===== src/rtl/alu.sv =====
// 16-bit registered ALU: result and optional {V,N,C,Z} flags appear one clock after operands.
// Build option: define ALU_FLAGS_EN to implement the flag logic; otherwise flags reads 4'b0000.
module alu (
  input  logic        clk,
  input  logic        reset,
  input  logic [15:0] in1,
  input  logic [15:0] in2,
  input  logic [2:0]  mode,
  output logic [15:0] out,
  output logic [3:0]  flags
);

  typedef enum logic [2:0] {
    M_ADD = 3'd0,
    M_SUB = 3'd1,
    M_AND = 3'd2,
    M_OR  = 3'd3,
    M_XOR = 3'd4,
    M_NOT = 3'd5,
    M_SHL = 3'd6,
    M_SHR = 3'd7
  } mode_e;

  mode_e       w_mode;
  logic [16:0] w_add;   // bit 16 = carry out
  logic [16:0] w_sub;   // bit 16 = borrow
  logic [16:0] w_shl;   // bit 16 = last bit shifted out the top
  logic [16:0] w_shr;   // bit 0  = last bit shifted out the bottom
  logic [15:0] w_res;
  logic [15:0] r_out;

  assign w_mode = mode_e'(mode);
  assign w_add  = {1'b0, in1} + {1'b0, in2};
  assign w_sub  = {1'b0, in1} - {1'b0, in2};
  assign w_shl  = {1'b0, in1} << in2[3:0];
  assign w_shr  = {in1, 1'b0} >> in2[3:0];

  always_comb begin
    w_res = 16'h0000;
    unique case (w_mode)
      M_ADD: w_res = w_add[15:0];
      M_SUB: w_res = w_sub[15:0];
      M_AND: w_res = in1 & in2;
      M_OR:  w_res = in1 | in2;
      M_XOR: w_res = in1 ^ in2;
      M_NOT: w_res = ~in1;
      M_SHL: w_res = w_shl[15:0];
      M_SHR: w_res = w_shr[16:1];
    endcase
  end

  always_ff @(posedge clk or negedge reset) begin
    if (!reset) r_out <= 16'h0000;
    else        r_out <= w_res;
  end

  assign out = r_out;

`ifdef ALU_FLAGS_EN
  logic       w_c;
  logic       w_v;
  logic [3:0] r_flags;

  always_comb begin
    w_c = 1'b0;
    w_v = 1'b0;
    unique case (w_mode)
      M_ADD: begin
        w_c = w_add[16];
        w_v = (in1[15] == in2[15]) && (w_add[15] != in1[15]);
      end
      M_SUB: begin
        w_c = w_sub[16];
        w_v = (in1[15] != in2[15]) && (w_sub[15] != in1[15]);
      end
      M_SHL: w_c = w_shl[16];
      M_SHR: w_c = w_shr[0];
      default: ;
    endcase
  end

  always_ff @(posedge clk or negedge reset) begin
    if (!reset) r_flags <= 4'b0000;
    else        r_flags <= {w_v, w_res[15], w_c, (w_res == 16'h0000)};
  end

  assign flags = r_flags;
`else
  assign flags = 4'b0000;
`endif

endmodule


===== config.mk =====
export PLATFORM = sky130hd
export DESIGN_NAME = alu
export DESIGN_NICKNAME = d
export VERILOG_FILES = /design/src/rtl/alu.sv
export SDC_FILE = /design/constraint.sdc
export NUM_CORES = 1
export LEC_CHECK = 0
export ABC_AREA = 0
export CORE_MARGIN = 5
export CORE_UTILIZATION = 31
export DETAILED_ROUTE_END_ITERATION = 10
export PLACE_DENSITY = 0.61
export SYNTH_ARGS = -nofsm -noshare
export SYNTH_HDL_FRONTEND = slang
export SYNTH_SLANG_ARGS = --single-unit

===== constraint.sdc =====
create_clock -name clk -period 0.8 [get_ports clk]
set_input_delay 0.08 -clock clk [delete_from_list [all_inputs] [get_ports clk]]
set_output_delay 0.08 -clock clk [all_outputs]
set_load 0.01 [all_outputs]

-- Word level (Yosys, flattened, before mapping)
Index checks and enable logic that the tools add are counted.
- word-level logic and storage cells: 18
- input port bits: 37
- bits in registers: 16
- reductions and logical operators: 1
- eq/ne operators: 7
- $add $sub $neg: 2
- bitwise gates (word level): 4
- shifts and indexed selects: 2
- muxes and demuxes: 1
- operator list (cell ; count):
    one-hot mux 16 bit (8 select lines) ; 1
    >> shifter 17 x 4 -> 17 bit ; 1
    adder 16 bit ; 1
    AND 16 bit ; 1
    NOT 16 bit ; 1
    OR 16 bit ; 1
    left shift 16 x 4 -> 16 bit ; 1
    subtractor 16 bit ; 1
    XOR 16 bit ; 1
    == test 3 bit (second input constant) ; 4
    == test 3 x 2 -> 1 bit (second input constant) ; 2
    == test 3 x 1 -> 1 bit (second input constant) ; 1
    logical NOT 3 bit ; 1

-- Depth between registers and ports, before layout
- depth in word-level cells: 2
- depth in mapped cells: 17

-- Worst setup path after synthesis
OpenSTA, ideal clock, no wires.
- path kind: input to register
- from: input in2[1]
- to: register r_out[14] (netlist: out[14])
- path slack: -2.439 ns
- buffers on the path: 2
- library setup time: 0.129 ns
- arrival: 3.110 ns
- cell stages on the path: 16
- data required time: 0.671 ns
- cell sequence: buf_2 > inv_2 > buf_2 > ha_1 > nand2b_1 > or4_1 > nand2b_1 > o31ai_1 > xnor2_1 > ha_1 > a21oi_1 > nand2_1 > a21oi_1 > o21ai_1 > xor2_1 > a2111o_1
- word-level cells in the longest chain between the ends: 2
- elaborated cells on any way between the ends: 5
- those cells by class: 2 x add/sub; 2 x shift; 1 x mux
- RTL lines (element ; line ; RTL):
    from (decl) ; 7 ; input logic [15:0] in2,
    subtractor 16 bit, or another cell as far along ; 34 ; assign w_sub = {1'b0, in1} - {1'b0, in2};
    one-hot mux 16 bit (8 select lines) * ; 40 ; unique case (w_mode)
    via w_res[14] ; 29 ; logic [15:0] w_res;
    to (signal assigned) ; 54 ; else r_out <= w_res;
    to (decl) ; 30 ; logic [15:0] r_out;
Mark *: on every way through the listed nets, which the timed path passes. The rest lies on a longest branch.

-- Worst setup path after layout
- from: input in2[0]
- to: register r_out[13] (netlist: out[13])
Same word-level chain as after synthesis.

==> flow_metrics.tcl <==
set metrics [dict create \
    irDropWorstVdd_mv 0.589 \
    die-area_um2 14800 \
    fin_setup_tns_ps -22040 \
    regArea_um2 400 \
    hpwl_um 12800 \
    drc_errors 0 \
    setup-violations-final 27 \
    slew_headroom_pct 58.5 \
    cts_made_buffers 3 \
    cts_root_buf "clkbuf_16" \
    synthTopCellsByArea "ha_1, dfrtp_1, mux2i_1, nor2_1, xnor2_1" \
    yosysTopAreaCellShare_pct 15.8 \
    dieHeight_um 122 \
    grt_overflow 0 \
    synth_commonest_cells "nor2_1, ha_1, inv_1" \
    grt_pass1_vias 5030 \
    top_level_ports 57 \
    rows 40 \
    routedWlPerCell_um 19.5 \
    yosys_warnings 0 \
    ys.flop_type "dfrtp_1" \
    crit_arrival_ps 2770 \
    cts_sinks 16 \
    routed_wl_um 17100 \
    fin_crit_ps 2650 \
    start_kind "input pin" \
    n_antenna_cell 0 \
    post-route-cell-area_um2 6630 \
    ys_seq_elements 16 \
    violations "setup timing" \
    largest_register_ffs 16 \
    post-route-util_pct 54.7 \
    dpl_cell_area_um2 5700 \
    yosysTopAreaCell "ha_1" \
    critPathRequiredTime_ps 920 \
    post-route-worst-setup-slack_ps -1850 \
    ant_nets 0 \
    hold_violations 0 \
    worst_pin_slew_ps 607 \
    cp_max_fo 4 \
    worstSetupPathType "in -> reg" \
    multi_input_area_um2 3780 \
    grt_pass1_wl_um 26300 \
    slew_violations 0 \
    synth_edf_count 0 \
    h-tree-depth 1 \
    fin_crit_sh_pct 331 \
    cts_tree "built" \
    status "finished with violations" \
    rsz0062_at_grt "true" \
    ys_types 66 \
    fin_nets 800 \
    gp_congestion 0.931 \
    syn_area_um2 3870 \
    fillerInstances 1127 \
    drive_gt1_share_pct 46.9 \
    async_flop_share_pct 100 \
    yosysMostFrequentCell "nor2_1" \
    dp_slack_ps -2700 \
    hold_slack_ps 174 \
    power_density_nw_per_um2 1040 \
    start_util_pct 32.0 \
    end_kind "flip-flop" \
    syn_area_per_cell_um2 7.61 \
    drv_cap 0 \
    p_leak_nw 3.05 \
    globalRouteTotalUtil_pct 22.5 \
    antenna_found_initial 0 \
    dr.pass1.iters 6 \
    hp-class "in -> async" \
    drt_iter0_markers 441 \
    fp.coreArea_um2 12100 \
    area_growth_pct 71.2 \
    seq_area_frac_synth_pct 10.3 \
    path_clk_slew_ps 50 \
    die_x_um 122 \
    syn-instance-count 509 \
    via_per_inst 5.60 \
    portBuffers 52 \
    clk_path_buf_depth 2 \
    timing.fmax_mhz 378 \
    vias 4927 \
    grt_start_max_net_pins 51 \
]
## metrics by stage
stage	std cells	power (mW)
finish	880	6.87
global route	880	7.25
CTS	876	6.44
detailed placement	847	4.96
global placement	847	4.89
floorplan	512	3.06
## timing repair
| item | in CTS | in global routing |
|---|---|---|
| endpoints found under the setup margin | 32 | 32 |
| hold buffers | 0 | 0 |
| setup buffers | 30 | 10 |
| resized for setup | 203 | 63 |
| pin swaps | 74 | 48 |
| gates cloned | 2 | 0 |
## critical path, cell delays in order
cell and delay, ps:
buf_8 100, inv_6 50, ha_4 140, nand2b_4 60, or4_4 410, nand2b_4 200
o41ai_4 230, xnor2_1 140, ha_1 320, inv_2 60, nor4_4 270, o31ai_4 140
a21oi_2 180, mux2i_1 110, a211o_1 270
## where the power goes
group,switching (mW),internal [mW],total [mW],leakage (nW)
clock,0.287,0.757,1.04,0.0442
combinational,2.47,2.39,4.86,2.82
sequential,0.0287,0.939,0.968,0.191
## final cells by class
class,count,share of cell area [%]
inverter,39,2.40
multi-input combinational,420,57.0
timing repair buffer,233,30.1
tap,168,3.17
clock buffer,4,1.34
sequential,16,6.04
## path summary, 6_finish.rpt
check / startpoint / to / slack [ps] / cells past startpoint
max in group asynchronous: reset / out[5] / 510 / 2
setup / recovery: in2[0] / out[13] / -1850 / 15
min in group clk: in2[3] / out[8] / 470 / 4
hold / removal: reset / out[13] / 170 / 2
## per-layer routing
layer	track usage, %	part of all wire (%)	vias up
li1	-	-	2269
met1	28.4	39	2371
met2	38.3	48	237
met3	3.95	9.2	50
met4	8.61	3.6	0
met5	0	0	-
## placed cells by master, fill, tap and decap left out, drive strengths merged, types with 3 or more instances in the layout
cell type	count
or4	3
a211oi	23
ha	49
dfrtp	16
o21ai	33
a31oi	5
mux4	4
o311ai	4
o221ai	4
o211ai	10
nand2	29
nor2b	4
inv	38
xor2	3
xnor2	23
nand2b	15
conb	4
nand4	4
mux2	10
a211o	7
dlygate4sd2	12
nor2	55
dlymetal6s2s	4
a221o	4
nor3	17
or3	3
mux2i	30
nand3	5
o22ai	11
a21oi	24
buf	204
o31ai	5
o2111ai	3
a221oi	3
clkdlybuf4s50	9
clkbuf	5
## cell families (layout without fill, tap and decap cells)
logic type | Yosys count | after routing | synth area share, %
and+or+nand+nor | 143 | 143 | 17.5
AOI/OAI and AO/OA | 153 | 153 | 27.5
DFF | 16 | 16 | 10.3
adders and majority gates | 50 | 50 | 16.3
other | 1 | 4 | 0.0968
muxes | 44 | 44 | 13.2
xor gates and xnor gates | 26 | 26 | 6.07
buffers and inverters | 76 | 276 | 8.91
Power figures use the tool's default switching activity.
==> variant 1 (same flow settings) <==
Register the input `mode` before use, cleared by the reset. The logic sees it one clock later. The other inputs are not delayed to match.
--- a/src/rtl/alu.sv
+++ b/src/rtl/alu.sv
@@ -21,6 +21,16 @@
     M_SHR = 3'd7
   } mode_e;
 
+  logic [2:0] mode_q;
+
+  always_ff @(posedge clk or negedge reset) begin
+    if (!reset) begin
+      mode_q <= '0;
+    end else begin
+      mode_q <= mode;
+    end
+  end
+
   mode_e       w_mode;
   logic [16:0] w_add;   // bit 16 = carry out
   logic [16:0] w_sub;   // bit 16 = borrow
@@ -29,7 +39,7 @@
   logic [15:0] w_res;
   logic [15:0] r_out;
 
-  assign w_mode = mode_e'(mode);
+  assign w_mode = mode_e'(mode_q);
   assign w_add  = {1'b0, in1} + {1'b0, in2};
   assign w_sub  = {1'b0, in1} - {1'b0, in2};
   assign w_shl  = {1'b0, in1} << in2[3:0];
Function: changed (a bounded check fails within 4 cycles, from zero or initial values and one cycle with reset low).
==> variant 1 against the unedited design <==
  * The flow still finishes with violations (setup timing)
  * Routed wire length is 2.8% lower
  * Final area shrank 2.4%
  * Sequential cell count grew 3
  * Critical path depth down 3
  * Sequential share of layout area is 1.3 points higher
  * Power rose by 3.5%
  * Worst setup slack lost 140 ps
  * Synthesized area is 1.9% higher
==> variant 1: results (changes against the unedited design) <==
- The worst vdd rail ir drop came to 621 uV (+5.4%).
* Failing checks: setup timing
* Total global routing track utilization: 21.7% (-0.84 points)
- Sequential cell area fraction in the yosys report: 12.0% (+1.7 points)
- Wire length per cell after detailed routing: 19.0 um (-2.7%)
- Routability congestion estimate from global placement: 0.937 (+0.58%)
* Global-route wire length before repair: 25.3 mm (-3.7%)
* Standby leakage power: 2.91 nW (-4.7%)
- The worst-case setup slack after placement came to -2650 ps (+47.1 ps).
* Worst slew slack as a fraction of its limit: 56.5% (-2.0 points)
- Max incr delay on CP: 440 ps (+30 ps)
* Placed cells: 864 (+2.0%)
- Placed instance area: 5830 um2 (+2.2%)
* Initial drt markers: 296 (-33%)
- The via count of the first global-routing pass is 4727 (-6.0%).
* Avg Synthesized Cell Area: 7.71 um2 (+1.3%)
* Via count: 4751 (-3.6%)
* Outcome: finished with violations
* Data arrival at the endpoint of the critical path: 2900 ps (+130 ps)
- Final WL: 16.7 mm (-2.8%)
* Smallest setup slack after layout: -1990 ps (-141 ps)
* Final nets: 795 (-0.63%)
- After synthesis, the cell types taking the most area are ha_1 16%, dfrtp_1 12%, mux2i_1 7.4%, nor2_1 5.1%, xnor2_1 4.9%.
- Fraction of layout instances using a drive strength above 1: 42.4% (-4.5 points)
- Final setup violation count: 32 (+19%)
* Crit path max-delay cell type: dfrtp_2
- Post-detailed-placement half-perimeter wirelength: 13.3 mm (+4.6%)
* Clock tree sinks: 19 (+3)
* Pre-Repair DR Iteration Count: 5 (-1)
- In this run the clock root is driven by a clkbuf_16.
- Clock-pin slew on the worst setup and hold paths: 60 ps
- Synth top cells by count: 54 x nor2_1, 49 x ha_1, 37 x inv_1
-- variant 1: cell type report --
class	instances	area [um2]
clock inverter	1	7.51
sequential	19	478
timing repair buffer	225	1810
clock buffer	3	75.1
tap	172	215
multi-input combinational	420	3730
fill	1199	6100
inverter	39	156
-- variant 1: final timing paths --
check,start,end,slack (ps),cells past startpoint
worst max-delay path,mode_q[2],out[8],-1990,12
min in group clk,mode[2],mode_q[2],260,1
worst min register to register,mode_q[2],out[2],890,3
max in group asynchronous,reset,mode_q[2],480,2
worst min-delay path,reset,out[10],170,2
worst max register to register,mode_q[2],out[8],-1990,12
-- variant 1: routing by layer --
layer,vias up,routed length (um),track usage [%]
li1,2271,-,-
met1,2283,7450,29.2
met2,153,7880,36.3
met3,44,782,2.35
met4,0,547,6.79
met5,-,0,0
-- variant 1: critical path, delay by kind of cell (launching register included) --
| family | cells | cell delay (ps) |
|---|---|---|
| AOI/OAI and AO/OA | 3 | 410 |
| adders and majority gates | 1 | 320 |
| DFF | 1 | 440 |
| and+or+nand+nor | 4 | 770 |
| buffers and inverters | 2 | 310 |
| xor gates and xnor gates | 2 | 380 |
-- variant 1: report_power, final --
group	internal, mW	leakage, nW	total, mW	switching, mW
combinational	2.39	2.65	4.84	2.45
clock	0.678	0.0371	1.11	0.431
sequential	1.10	0.224	1.17	0.0678
-- variant 1: what timing repair did --
item / in CTS / in global routing
resized for setup: 132 / 55
setup buffers: 8 / 6
pin swaps: 37 / 43
hold buffers: 0 / 0
endpoints found under the setup margin: 32 / 32
-- variant 1: cells by family after synthesis --
kind of cell,Yosys count,share of synthesized area [%]
DFF,19,12.0
and+or+nand+nor,143,17.2
muxes,44,12.9
other,1,0.0950
AOI/OAI and AO/OA,153,27.0
adders and majority gates,50,16.0
buffers and inverters,76,8.74
xor gates and xnor gates,26,5.96
-- variant 1: through the flow --
stage	power, mW	setup TNS, ps
2_1_floorplan	3.19	-25250
3_3_place_gp	5.24	-36590
3_5_place_dp	5.27	-37110
4_1_cts	6.59	-28120
5_1_grt	7.53	-29920
6_report	7.11	-27830
==> variant 2 (same flow settings) <==
Without the edit above. Add a define of `ALU_FLAGS_EN`.
--- a/src/rtl/alu.sv
+++ b/src/rtl/alu.sv
@@ -1,5 +1,7 @@
 // 16-bit registered ALU: result and optional {V,N,C,Z} flags appear one clock after operands.
 // Build option: define ALU_FLAGS_EN to implement the flag logic; otherwise flags reads 4'b0000.
+`define ALU_FLAGS_EN
+
 module alu (
   input  logic        clk,
   input  logic        reset,
Formal check against the unedited RTL: not equivalent (a bounded check fails within 4 cycles, from zero or initial values and one cycle with reset low).
==> variant 2 against the unedited design <==
  * The run still ends with setup timing left
  * Power rose by 19%
  * Worst hold slack got worse by 7.8 ps
  * Worst setup slack got worse by 700 ps
  * Sequential cell count rose by 3
  * Final area rose by 28%
  * Non-clock buffer count rose by 123
  * Synthesized area rose by 21%
  * Routed wire length rose by 34%
  * Largest power group unchanged
==> variant 2: results (changes against the unedited design) <==
- The number of flip-flops in the largest register was 15 (-1).
- The share of total power in sequential cells came to 13.8% (-0.3 points).
- Via/cell ratio: 5.73 (+2.3%)
- Global-route wire length before repair: 34.8 mm (+32%)
- The top fanout value on the critical path was 3 (-1).
- By area the synthesized netlist is led by ha_1 13%, dfrtp_1 10%, mux4_2 9.1%, a21oi_1 4.8%, nor2_1 4.7%.
* Worst slew slack as a fraction of its limit: 54.0% (-4.5 points)
- The worst-case setup slack after placement came to -3320 ps (-619 ps).
- Total global routing track utilization: 24.1% (+1.5 points)
* Smallest setup slack after layout: -2550 ps (-700 ps)
- Pin count of the biggest net entering global routing: 20 (-61%)
- The share of async-settable or async-resettable flops after synthesis was 100% (unchanged).
* Number of antenna violations at the first check in global routing: 0 (unchanged)
* Fraction of layout instances using a drive strength above 1: 53.2% (+6.2 points)
* Count of instances resized after the clock tree is built: 294 (+45%)
- Failing checks: setup timing
- Avg Synthesized Cell Area: 7.50 um2 (-1.5%)
- Wire length per cell after detailed routing: 20.4 um (+4.8%)
* Logic pwr share: 74.0% (+3.3 points)
- The static leakage came to 3.86 nW (+27%).
- Clock-pin slew on the worst setup and hold paths: 50 ps (about the same)
* Data arrival at the endpoint of the critical path: 3510 ps (+740 ps)
- By count the netlist is led by 59 x nor2_1, 50 x nand2_1, 49 x ha_1.
- The number of unique standard cell types used by synthesis was 71 (+7.6%).
- The number of endpoints failing setup at the final stage was 39 (+44%).
- The final-layout setup total negative slack came to -26320 ps (-4280 ps).
- Outcome: finished with violations
- The count of antenna diodes in the layout is 0 (unchanged).
- The count of port buffers added during placement came to 56 (+7.7%).
- When the netlist entered floorplanning its net count stood at 715.
- The slowest stage of the critical path is the or4b_4 cell.
- Routability congestion estimate from global placement: 1.03 (+10%)
* Fill count: 1331 (+18%)
* Final nets: 1024 (+28%)
* Worst Hold Margin: 166 ps (-7.76 ps)
- Worst supply voltage drop on vdd: 912 uV (+55%)
- The cell area reported after detailed placement is 7480 um2 (+31%).
- Initial drt markers: 474 (+7.5%)
- The post-CTS setup repair buffer count is 46 (+53%).
- Class of the tightest hold or removal check: in2async
- Sequential cell area fraction in the yosys report: 10.1% (-0.22 points)
- The final standard cell count with taps included and fillers excluded is 1123 (+28%).
- The total power is 8.19 mW (+19%).
* Pint: 4.86 mW (+19%)
- Pre-Repair DR Iteration Count: 6 (unchanged)
- Post-detailed-placement half-perimeter wirelength: 17.7 mm (+39%)
- The longest individual stage delay on the worst path was 530 ps (+120 ps).
- Number of buffers inserted during clock tree synthesis: 3 (unchanged)
## variant 2: worst max path at each step
stage / endpoint / start / slack [ps]
after detailed placement: flags[0] / in1[0] / -3320
after CTS: flags[0] / in2[0] / -2500
after floorplan: flags[0] / in2[2] / -2420
after global placement: flags[0] / in1[0] / -3170
final: flags[0] / in2[0] / -2550
after global routing: flags[0] / in2[0] / -2650
## variant 2: layout make-up
cell class                 instances  area, um2  share of cell area [%]
sequential                        19        475                    5.60
inverter                          48        228                    2.68
tap                              188        235                    2.77
clock buffer                       4       78.8                   0.928
multi-input combinational        508       4530                    53.3
timing repair buffer             356       2950                    34.8
## variant 2: layer usage
layer  GRT usage (%)  up-vias  part of all wire, %
met5               0        -                    0
met4            8.63        0                  4.5
met3            1.89       66                  6.0
met2            41.1      285                   47
met1            32.0     3125                   42
li1                -     2956                    -
## variant 2: logic make-up after synthesis
family / synth area share [%]
compound gates: 29.1
xor+xnor: 2.05
fa+ha+maj: 13.9
buf+inv: 8.92
flops: 10.1
mux: 15.4
simple gates: 20.5
